`src/rtl/pc_unit.sv`:
```
// pc_unit: SimpleRISC fetch PC with prioritised next-PC select and a circular return-address stack.
// Define PC_MISALIGN_TRAP_EN to send misaligned targets to TRAP_VEC instead of masking bits [1:0].
module pc_unit #(
    parameter int XLEN = 32,
    parameter logic [XLEN-1:0] RESET_VEC = 32'h0000_0000,
    parameter int INC = 4,
    parameter int RAS_DEPTH = 4
`ifdef PC_MISALIGN_TRAP_EN
    , parameter logic [XLEN-1:0] TRAP_VEC = 32'h0000_0010
`endif
) (
    input  logic            i_clk,
    input  logic            i_rst,
    input  logic            i_stall,
    input  logic            i_redirect_valid,
    input  logic [XLEN-1:0] i_redirect_target,
    input  logic            i_branch_taken,
    input  logic [XLEN-1:0] i_branch_target,
    input  logic            i_call,
    input  logic            i_ret,
    input  logic [XLEN-1:0] i_ret_fallback,
    output logic [XLEN-1:0] o_pc,
    output logic [XLEN-1:0] o_pc_plus,
    output logic            o_ras_empty,
    output logic            o_ras_full,
    output logic            o_ras_overflow,
    output logic            o_ras_underflow,
    output logic            o_misalign
);
    localparam int PW = $clog2(RAS_DEPTH);
    localparam int CW = PW + 1;

    logic [XLEN-1:0] r_pc;
    logic [XLEN-1:0] r_ras [RAS_DEPTH];
    logic [PW-1:0]   r_top;
    logic [CW-1:0]   r_cnt;
    logic            r_ovf;
    logic            r_unf;
    logic            r_mis;

    logic [XLEN-1:0] w_pc_plus;
    logic [XLEN-1:0] w_tgt;
    logic [XLEN-1:0] w_next;
    logic [PW-1:0]   w_top_inc;
    logic            w_empty;
    logic            w_full;
    logic            w_act;
    logic            w_use_tgt;
    logic            w_mis;

    assign w_pc_plus = r_pc + XLEN'(INC);
    assign w_top_inc = r_top + 1'b1;
    assign w_empty   = r_cnt == '0;
    assign w_full    = r_cnt == CW'(RAS_DEPTH);
    assign w_act     = !i_redirect_valid && !i_stall;

    always_comb begin
        w_use_tgt = i_redirect_valid || i_ret || i_branch_taken;
        w_tgt = i_redirect_valid ? i_redirect_target :
                i_ret ? (w_empty ? i_ret_fallback : r_ras[r_top]) : i_branch_target;
`ifdef PC_MISALIGN_TRAP_EN
        w_mis  = w_use_tgt && (w_tgt[1:0] != 2'b00);
        w_next = !w_use_tgt ? w_pc_plus : w_mis ? TRAP_VEC : w_tgt;
`else
        w_mis  = 1'b0;
        w_next = w_use_tgt ? (w_tgt & ~XLEN'(3)) : w_pc_plus;
`endif
    end

    always_ff @(posedge i_clk) begin
        if (i_rst) begin
            r_pc  <= RESET_VEC;
            r_top <= '0;
            r_cnt <= '0;
            r_ovf <= 1'b0;
            r_unf <= 1'b0;
            r_mis <= 1'b0;
        end else begin
            r_unf <= 1'b0;
            r_mis <= 1'b0;
            if (i_redirect_valid || !i_stall) begin
                r_pc  <= w_next;
                r_mis <= w_mis;
            end
            if (w_act) begin
                r_unf <= i_ret && w_empty;
                // call+ret on a non-empty stack swaps the top entry in place
                if (i_call && i_ret && !w_empty) begin
                    r_ras[r_top] <= w_pc_plus;
                end else if (i_call) begin
                    r_ras[w_top_inc] <= w_pc_plus;
                    r_top <= w_top_inc;
                    if (w_full) r_ovf <= 1'b1;
                    else r_cnt <= r_cnt + 1'b1;
                end else if (i_ret && !w_empty) begin
                    r_top <= r_top - 1'b1;
                    r_cnt <= r_cnt - 1'b1;
                end
            end
        end
    end

    assign o_pc            = r_pc;
    assign o_pc_plus       = w_pc_plus;
    assign o_ras_empty     = w_empty;
    assign o_ras_full      = w_full;
    assign o_ras_overflow  = r_ovf;
    assign o_ras_underflow = r_unf;
    assign o_misalign      = r_mis;
endmodule

```
`config.mk`:
```
export PLATFORM = sky130hd
export DESIGN_NAME = pc_unit
export DESIGN_NICKNAME = d
export VERILOG_FILES = /design/src/rtl/pc_unit.sv
export SDC_FILE = /design/constraint.sdc
export NUM_CORES = 1
export LEC_CHECK = 0
export BUFFER_PORTS_ARGS = -buffer_cell sky130_fd_sc_hd__buf_2
export CAP_MARGIN = 20
export CORE_UTILIZATION = 45
export CTS_CLUSTER_DIAMETER = 200
export CTS_CLUSTER_SIZE = 25
export DETAILED_ROUTE_END_ITERATION = 8
export GPL_ROUTABILITY_DRIVEN = 0
export HOLD_SLACK_MARGIN = 0.03
export PLACE_DENSITY = 0.81
export SLEW_MARGIN = 15
export SYNTH_ARGS = -nofsm -noshare
export SYNTH_HDL_FRONTEND = slang
export SYNTH_SLANG_ARGS = --single-unit
```
`constraint.sdc`:
```
create_clock -name i_clk -period 3.2 [get_ports i_clk]
set_clock_uncertainty 0.15 [all_clocks]
set_input_delay 0.32 -clock i_clk [delete_from_list [all_inputs] [get_ports i_clk]]
set_output_delay 0.32 -clock i_clk [all_outputs]
set_load 0.02 [all_outputs]
```
==> metrics.md, run 1 <==
| Metric | Value |
|---|---|
| Hold crit path type | `in -> reg` |
| Max layer used | `met4` |
| Share of the synthesized area in compound gates (AO/OA/AOI/OAI) | `12.5%` |
| Fraction of synthesis flops using an asynchronous set or reset pin | `0%` |
| Type of element launching the critical path | `register` |
| Routed vias/inst | `6.13` |
| Share of synthesized area spent on multiplexers | `about a tenth` |
| Worst Slack Setup Final | `0.125 ns` |
| Flip-flop and latch count after synthesis | `between 150 and 200` |
| Leading cell type in the layout, fill and taps excluded | `buf_2` |
| Maximum number of pins on one net before global-route repair | `33` |
| Final routed wire length divided by cell count | `23.0 um` |
| Arrival time reported for the critical path endpoint | `2.60 ns` |
| Most frequent cells in the layout | `buf_2 (160), edfxtp_1 (120), nor2_1 (43), nand2_1 (41), a21oi_1 (41)` |
| Number of routed nets with antenna violations | `0` |
| Adder-cell share of the synthesized area | `less than 1%` |
| Transition time at the pin with the least slew margin | `0.948 ns` |
| Average cell area after synthesis | `12.1 um^2` |
| Total count of hold-check failures in the final report | `0` |
| Initial antenna violation count | `0` |
| Max-capacitance violation count | `0` |
| Sum of net half-perimeters after detailed placement | `16800 um` |
| Die outline height | `134 um` |
| Met2 wire len | `approximately 11000 um` |
| Number of global-route vias before repair | `roughly 6.1k` |
| Site Rows | `47` |
| Buffers inserted during post-CTS setup optimization | `0` |
| Number of distinct standard cells referenced by the synthesized netlist | `between 60 and 70` |
| Overall power of the completed layout | `5.23 mW` |
| Met1 Wirelength | `9370 um` |
| Total number of vias | `6405` |
| Number of design rule violations left after detail routing | `0` |
| Chip width | `roughly 130 um` |
| CP Class | `reg -> out` |
| Post-Synth XOR/XNOR Area | `3.34%` |
| Worst-path maximum fanout | `8` |
| Sequential element share of the synthesized area | `55.8%` |
| Die ar. | `about 0.018 mm^2` |
| CTS clk-pin slew, worst paths | `0.06 ns` |
| Achievable Freq | `325 MHz` |
| Area growth, synth to finish | `22.2%` |
| Combinational family with the most area after synthesis | `simple AND/OR/NAND/NOR gates` |
| Clock net sink count | `159` |
| Wire length of the first global-routing pass | `35700 um` |
| Antenna fix cells | `0` |
| Data required time of the critical path | `2.73 ns` |
| Placed inst area | `between 0.008 and 0.009 mm^2` |
| Leakage power figure | `3.59 nW` |
| Clock Latency Late Sink | `about 0.43 ns` |
| Total routing resource utilization after global routing | `a little over a quarter` |
| Fraction of final layout cells with drive strength greater than 1 | `between 30% and 40%` |
| Worst-case setup slack after placement | `~0.50 ns` |
| Final Max Slew Viols | `0` |
| Clock tree from TritonCTS | `yes` |
| Reg2reg setup slack | `0.65 ns` |
| Post-route cell area | `0.00961 mm^2` |
| Final Instance Count excl. Fillers | `1045` |
| CP endpoint kind | `output port` |
| Power per cell area | `approximately 540 mW/mm^2` |
| Number of gates resized after cts | `0` |
| Syn. warnings | `0` |
| Number of optimization iterations in the first detailed-route pass | `5` |
| Met3 WL post-DR | `2810 um` |
| Cell total after placement | `slightly above 1k` |
| Area share of and/or/nand/nor cells after synthesis | `13.4%` |
| Fin Hold WS | `0.0482 ns` |
| Worst ir drop on vdd | `about 0.42 mV` |
| EDFF count, synth | `between 100 and 150` |
| H-tree lvl count | `4` |
| Max clock buf depth | `2` |
| Drt first-iter violations | `just under 700` |
| Area of the multi-input gates | `0.00325 mm^2` |
| Share of the clock period used by the worst path | `96.1%` |
| Post-CTS Hold Buffers | `0` |
| Minimum clock period | `3.07 ns` |
| Run status | `finished, final reports clean` |
| GRT overflow | `0` |
| Initial Utilization | `46.7%` |
| PortBufs | `160` |
| Number of top-level design ports | `172` |
| Cell count after synthesis | `652` |
| Post-synthesis cell area | `0.00786 mm^2` |
| Routed wire length | `24000 um` |
| Net total in the final layout | `917` |
| Final setup violation count | `0` |
| CTS Buf Count | `17` |
| Clk root buf | `clkbuf_16` |
| Relative max-transition margin | `36.7%` |
| Area used by sequential logic in the layout | `0.00439 mm^2` |
| Post-synth top flop | `edfxtp_1` |
| Total of fill cells in the finished design | `1389` |
| Floorplan core area | `0.0168 mm^2` |
Yosys cell counts (8+ instances only):
| cell type | instances | share of area (%) |
|---|---|---|
| o21ai_0 | 12 | 0.76 |
| clkbuf_1 | 25 | 1.2 |
| nand3_1 | 29 | 1.8 |
| inv_1 | 15 | 0.72 |
| nand4_1 | 13 | 1.0 |
| a211oi_1 | 12 | 1.1 |
| a31oi_1 | 10 | 0.80 |
| xnor2_1 | 25 | 2.8 |
| buf_2 | 15 | 0.95 |
| nor2_1 | 47 | 2.2 |
| or3_1 | 11 | 0.88 |
| mux4_2 | 30 | 8.6 |
| nor3_1 | 16 | 1.0 |
| o21a_1 | 8 | 0.76 |
| nand2_1 | 41 | 2.0 |
| edfxtp_1 | 120 | 46 |
| dfxtp_1 | 39 | 9.9 |
| mux2i_1 | 14 | 1.8 |
| a21oi_1 | 42 | 2.7 |
logic make-up after synthesis:
family                     Yosys count
DFF                                159
other                                1
muxes                               46
xor gates and xnor gates            30
AOI/OAI and AO/OA                  142
adders and majority gates            2
buffers and inverters               69
and+or+nand+nor                    203
per-stage QoR:
| step | utilization [%] | setup TNS [ns] |
|---|---|---|
| after floorplan | - | -3.76 |
| after global placement | 53.2 | 0 |
| after detailed placement | 53.2 | 0 |
| after CTS | 56.9 | 0 |
| after global routing | 57.1 | -0.0230 |
| final | 57.1 | 0 |
state kept, by name, summed over array words and instances, names as in the netlist, named ones only:
| signal | flops |
|---|---|
| o_pc | 30 |
| o_ras_overflow | 1 |
| o_ras_underflow | 1 |
| r_cnt | 3 |
| r_ras | 120 |
| r_top | 2 |
power by group:
group / total (mW) / switching (mW) / internal [mW]
Clock: 2.09 / 0.822 / 1.27
Combinational: 0.763 / 0.487 / 0.275
Sequential: 2.37 / 0.0776 / 2.29
Total: 5.23 / 1.39 / 3.84
layout make-up:
cell class / count / share of cell area, %
Clock buffer: 20 / 4.75
Clock inverter: 12 / 1.67
Inverter: 16 / 0.625
Timing Repair Buffer: 190 / 10.7
Sequential cell: 159 / 45.6
Tap cell: 220 / 2.86
Multi-Input combinational cell: 428 / 33.8
critical path, stage by stage (launching register included):
cell     delay (ns)
dfxtp_1        0.48
ha_1           0.30
nand3_1        0.24
nor4_1         0.36
nand4_1        0.29
xnor2_2        0.28
buf_2          0.21
path summary, 6_finish.rpt:
check,start,endpoint,cells after the start
worst min-delay path,i_redirect_target[11],o_pc[11]$_SDFFE_PP0N_,2
worst min register to register,o_ras_overflow$_SDFFE_PP0P_,o_ras_overflow$_SDFFE_PP0P_,2
worst max-delay path,o_pc[2]$_SDFFE_PP0N_,o_pc_plus[30],6
worst max register to register,o_pc[4]$_SDFFE_PP0N_,o_pc[9]$_SDFFE_PP0N_,5
per-layer routing:
metal | up-vias | global-route usage [%]
li1 | 2842 | -
met3 | 56 | 8.54
met2 | 435 | 43.0
met4 | 0 | 10.7
met5 | - | 0
met1 | 3072 | 35.5
Power figures use the tool's default switching activity.
==> run 2, diff against run 1 <==
--- a/config.mk
+++ b/config.mk
@@ -14,6 +14,7 @@
 export GPL_ROUTABILITY_DRIVEN = 0
 export HOLD_SLACK_MARGIN = 0.03
 export PLACE_DENSITY = 0.81
+export REMOVE_ABC_BUFFERS = 1
 export SLEW_MARGIN = 15
 export SYNTH_ARGS = -nofsm -noshare
 export SYNTH_HDL_FRONTEND = slang
==> metrics.md, run 2 (same netlist as run 1, synthesis figures left out) <==
| Metric | Value |
|---|---|
| Max FFs per register | `120 (unchanged)` |
| Register name with the most flops | `r_ras` |
| Overall power of the completed layout | `5.25 mW (+0.57%)` |
| Routed wire length | `24600 um (+2.3%)` |
| PortBufs | `160 (unchanged)` |
| Maximum number of pins on one net before global-route repair | `39 (+18%)` |
| Number of routed nets with antenna violations | `0 (unchanged)` |
| Initial Utilization | `46.7% (unchanged)` |
| Fraction of final layout cells with drive strength greater than 1 | `32.9% (-0.28 points)` |
| Clock net sink count | `159 (unchanged)` |
| Area growth, synth to finish | `23.5%` |
| Fraction of power consumed by combinational cells | `14.9% (+0.3 points)` |
| GR met1 Demand/Resource | `36.2% (+0.73 points)` |
| Worst-path maximum fanout | `9 (+1)` |
| Area used by sequential logic in the layout | `0.00439 mm^2 (unchanged)` |
| Floorplan core area | `0.0168 mm^2 (unchanged)` |
| RSZ-0062 raised after global routing | `no` |
| Cell internal power dissipation | `3.91 mW (+1.8%)` |
| Final Instance Count excl. Fillers | `1055 (+0.96%)` |
| Worst ir drop on vdd | `0.453 mV (+8.4%)` |
| Wire length of the first global-routing pass | `36900 um (+3.3%)` |
| Net switching component of the power | `1.35 mW (-2.9%)` |
| Number of global-route vias before repair | `6504 (+7.3%)` |
| Placed inst area | `0.00902 mm^2 (+0.78%)` |
| Max clock buf depth | `2 (unchanged)` |
| Global-route track usage on met2 | `44.3% (+1.4 points)` |
| Post-route cell area | `0.00971 mm^2 (+1.0%)` |
| Die ar. | `0.0180 mm^2 (unchanged)` |
| Sum of net half-perimeters after detailed placement | `16400 um (-2.4%)` |
| Site Rows | `47 (unchanged)` |
| CP max-delay cell | `dfxtp_1` |
| Die outline height | `134 um (unchanged)` |
| Top Usage Layer GRT | `met2` |
| Relative max-transition margin | `39.5% (+2.9 points)` |
| Total number of vias | `6534 (+2.0%)` |
| Global-route track usage on met3 | `7.63% (-0.91 points)` |
| Chip width | `134 um (unchanged)` |
| CP Class | `reg -> out` |
| H-tree lvl count | `4 (unchanged)` |
| Worst Slack Setup Final | `0.181 ns (+0.0556 ns)` |
| Clk root buf | `clkbuf_16` |
| Drt first-iter violations | `576 (-16%)` |
| Fraction of the core area covered by cells at the end of the flow | `57.7% (+0.60 points)` |
| Clock Latency Late Sink | `0.43 ns (about the same)` |
| Transition time at the pin with the least slew margin | `0.900 ns (-0.0485 ns)` |
| Total routing resource utilization after global routing | `28.2% (+0.84 points)` |
| Critical path origin | `o_pc[4]$_SDFFE_PP0N_` |
| Cell total after placement | `1018 (+0.49%)` |
| Number of optimization iterations in the first detailed-route pass | `8 (+3)` |
| Initial antenna violation count | `0 (unchanged)` |
| Clock tree from TritonCTS | `yes` |
| CP endpoint kind | `output port` |
| Part of the power in registers | `45.0% (-0.3 points)` |
| Slowest Stage Delay on Critical Path | `0.51 ns (+0.03 ns)` |
| List of cells traversed by the critical path | `nand4_1 -> nor3_1 -> buf_4 -> nand3_1 -> xnor2_1 -> buf_2` |
| Antenna fix cells | `0 (unchanged)` |
| Final Max Slew Viols | `0 (unchanged)` |
| Leading cell type in the layout, fill and taps excluded | `buf_2` |
| GRT overflow | `0 (unchanged)` |
| Most frequent cells in the layout | `buf_2 (160), edfxtp_1 (120), nor2_1 (43), nand2_1 (41), a21oi_1 (41)` |
| Minimum clock period | `3.02 ns (-0.0556 ns)` |
| Number of top-level design ports | `172 (unchanged)` |
| Max-capacitance violation count | `0 (unchanged)` |
| Hold crit path type | `in -> reg` |
| Area of the multi-input gates | `0.00324 mm^2 (-0.19%)` |
| Routed vias/inst | `6.19 (+1.0%)` |
| Run status | `finished, final reports clean` |
| Net total in the final layout | `927 (+1.1%)` |
| Type of element launching the critical path | `register` |
| Achievable Freq | `331 MHz (+1.8%)` |
| Worst-case setup slack after placement | `0.448 ns (-0.0553 ns)` |
| Total of fill cells in the finished design | `1370 (-1.4%)` |
| Worst reg2reg path startpoint | `r_cnt[1]$_SDFFE_PP0P_` |
| Power per cell area | `541 mW/mm^2 (-0.47%)` |
| Data required time of the critical path | `2.73 ns (about the same)` |
| Launch point of the worst hold path | `i_redirect_target[5]` |
| Final routed wire length divided by cell count | `23.3 um (+1.4%)` |
| Arrival time reported for the critical path endpoint | `2.55 ns (-0.05 ns)` |
| Final setup violation count | `0 (unchanged)` |
| Switching Share | `25.6% (-0.92 points)` |
| Total count of hold-check failures in the final report | `0 (unchanged)` |
| Number of design rule violations left after detail routing | `0 (unchanged)` |
| CTS Buf Count | `17 (unchanged)` |
| Leakage power figure | `3.64 nW (+1.2%)` |
| Fraction of power consumed by the clock network | `40.1% (about the same)` |
| Share of the clock period used by the worst path | `94.4% (-1.7 points)` |
| CTS clk-pin slew, worst paths | `0.06 ns (about the same)` |
-- run 2: changes by cell type in the layout (fill, tap and decap cells not counted), sizes merged --
cell / delta
buf: +7
clkbuf: +6
clkinv: -5
dlygate4sd3: +3
inv: -1
-- run 2: power groups by stage --
stage / combinational, mW / clock, mW / sequential, mW
after floorplan: 0.358 / 0 / 2.45
after global placement: 0.747 / 0 / 2.40
after detailed placement: 0.759 / 0 / 2.40
after CTS: 0.770 / 2.12 / 2.36
after global routing: 0.836 / 2.20 / 2.37
final: 0.784 / 2.11 / 2.37
-- run 2: cell type report --
cell class | instances | share of cell area, %
clock buffer | 26 | 5.24
clock inverter | 6 | 1.10
timing repair buffer | 200 | 11.7
tap | 220 | 2.84
multi-input combinational | 428 | 33.4
sequential | 159 | 45.2
inverter | 16 | 0.619
-- run 2: final timing paths --
path | end | slack [ns] | cells after the start
worst max-delay path | o_pc_plus[15] | 0.18 | 6
worst min-delay path | o_pc[5]$_SDFFE_PP0N_ | 0.05 | 3
worst max register to register | r_ras[3][28]$_DFFE_PP_ | 0.50 | 5
worst min register to register | o_ras_overflow$_SDFFE_PP0P_ | 0.34 | 2
-- run 2: worst max-delay path: cells and delay by family, from the launching register on --
family | cells | cell delay, ns
buf+inv | 2 | 0.46
xor+xnor | 1 | 0.38
simple gates | 3 | 0.77
flops | 1 | 0.51
-- run 2: repair_timing --
item                       4_1_cts  5_1_grt
hold endpoints to repair         3        0
setup endpoints to repair        1        5
setup buffers                    0        2
gates resized for setup          1        4
pin swaps                        0        1
hold buffers                     3        0
-- run 2: per-stage QoR --
step	hold slack, ns	TNS [ns]
final	0.0482	0
after global routing	0.0527	0
after CTS	0.0394	0
after detailed placement	0.323	0
after global placement	0.310	0
after floorplan	0.239	-3.08
-- run 2: per-layer routing --
layer | wire length (um) | up-vias | share of wire, %
met4 | 766 | 0 | 3.1
met2 | 11300 | 501 | 46
li1 | - | 2848 | -
met1 | 9250 | 3120 | 38
met3 | 3290 | 65 | 13
met5 | 0 | - | 0
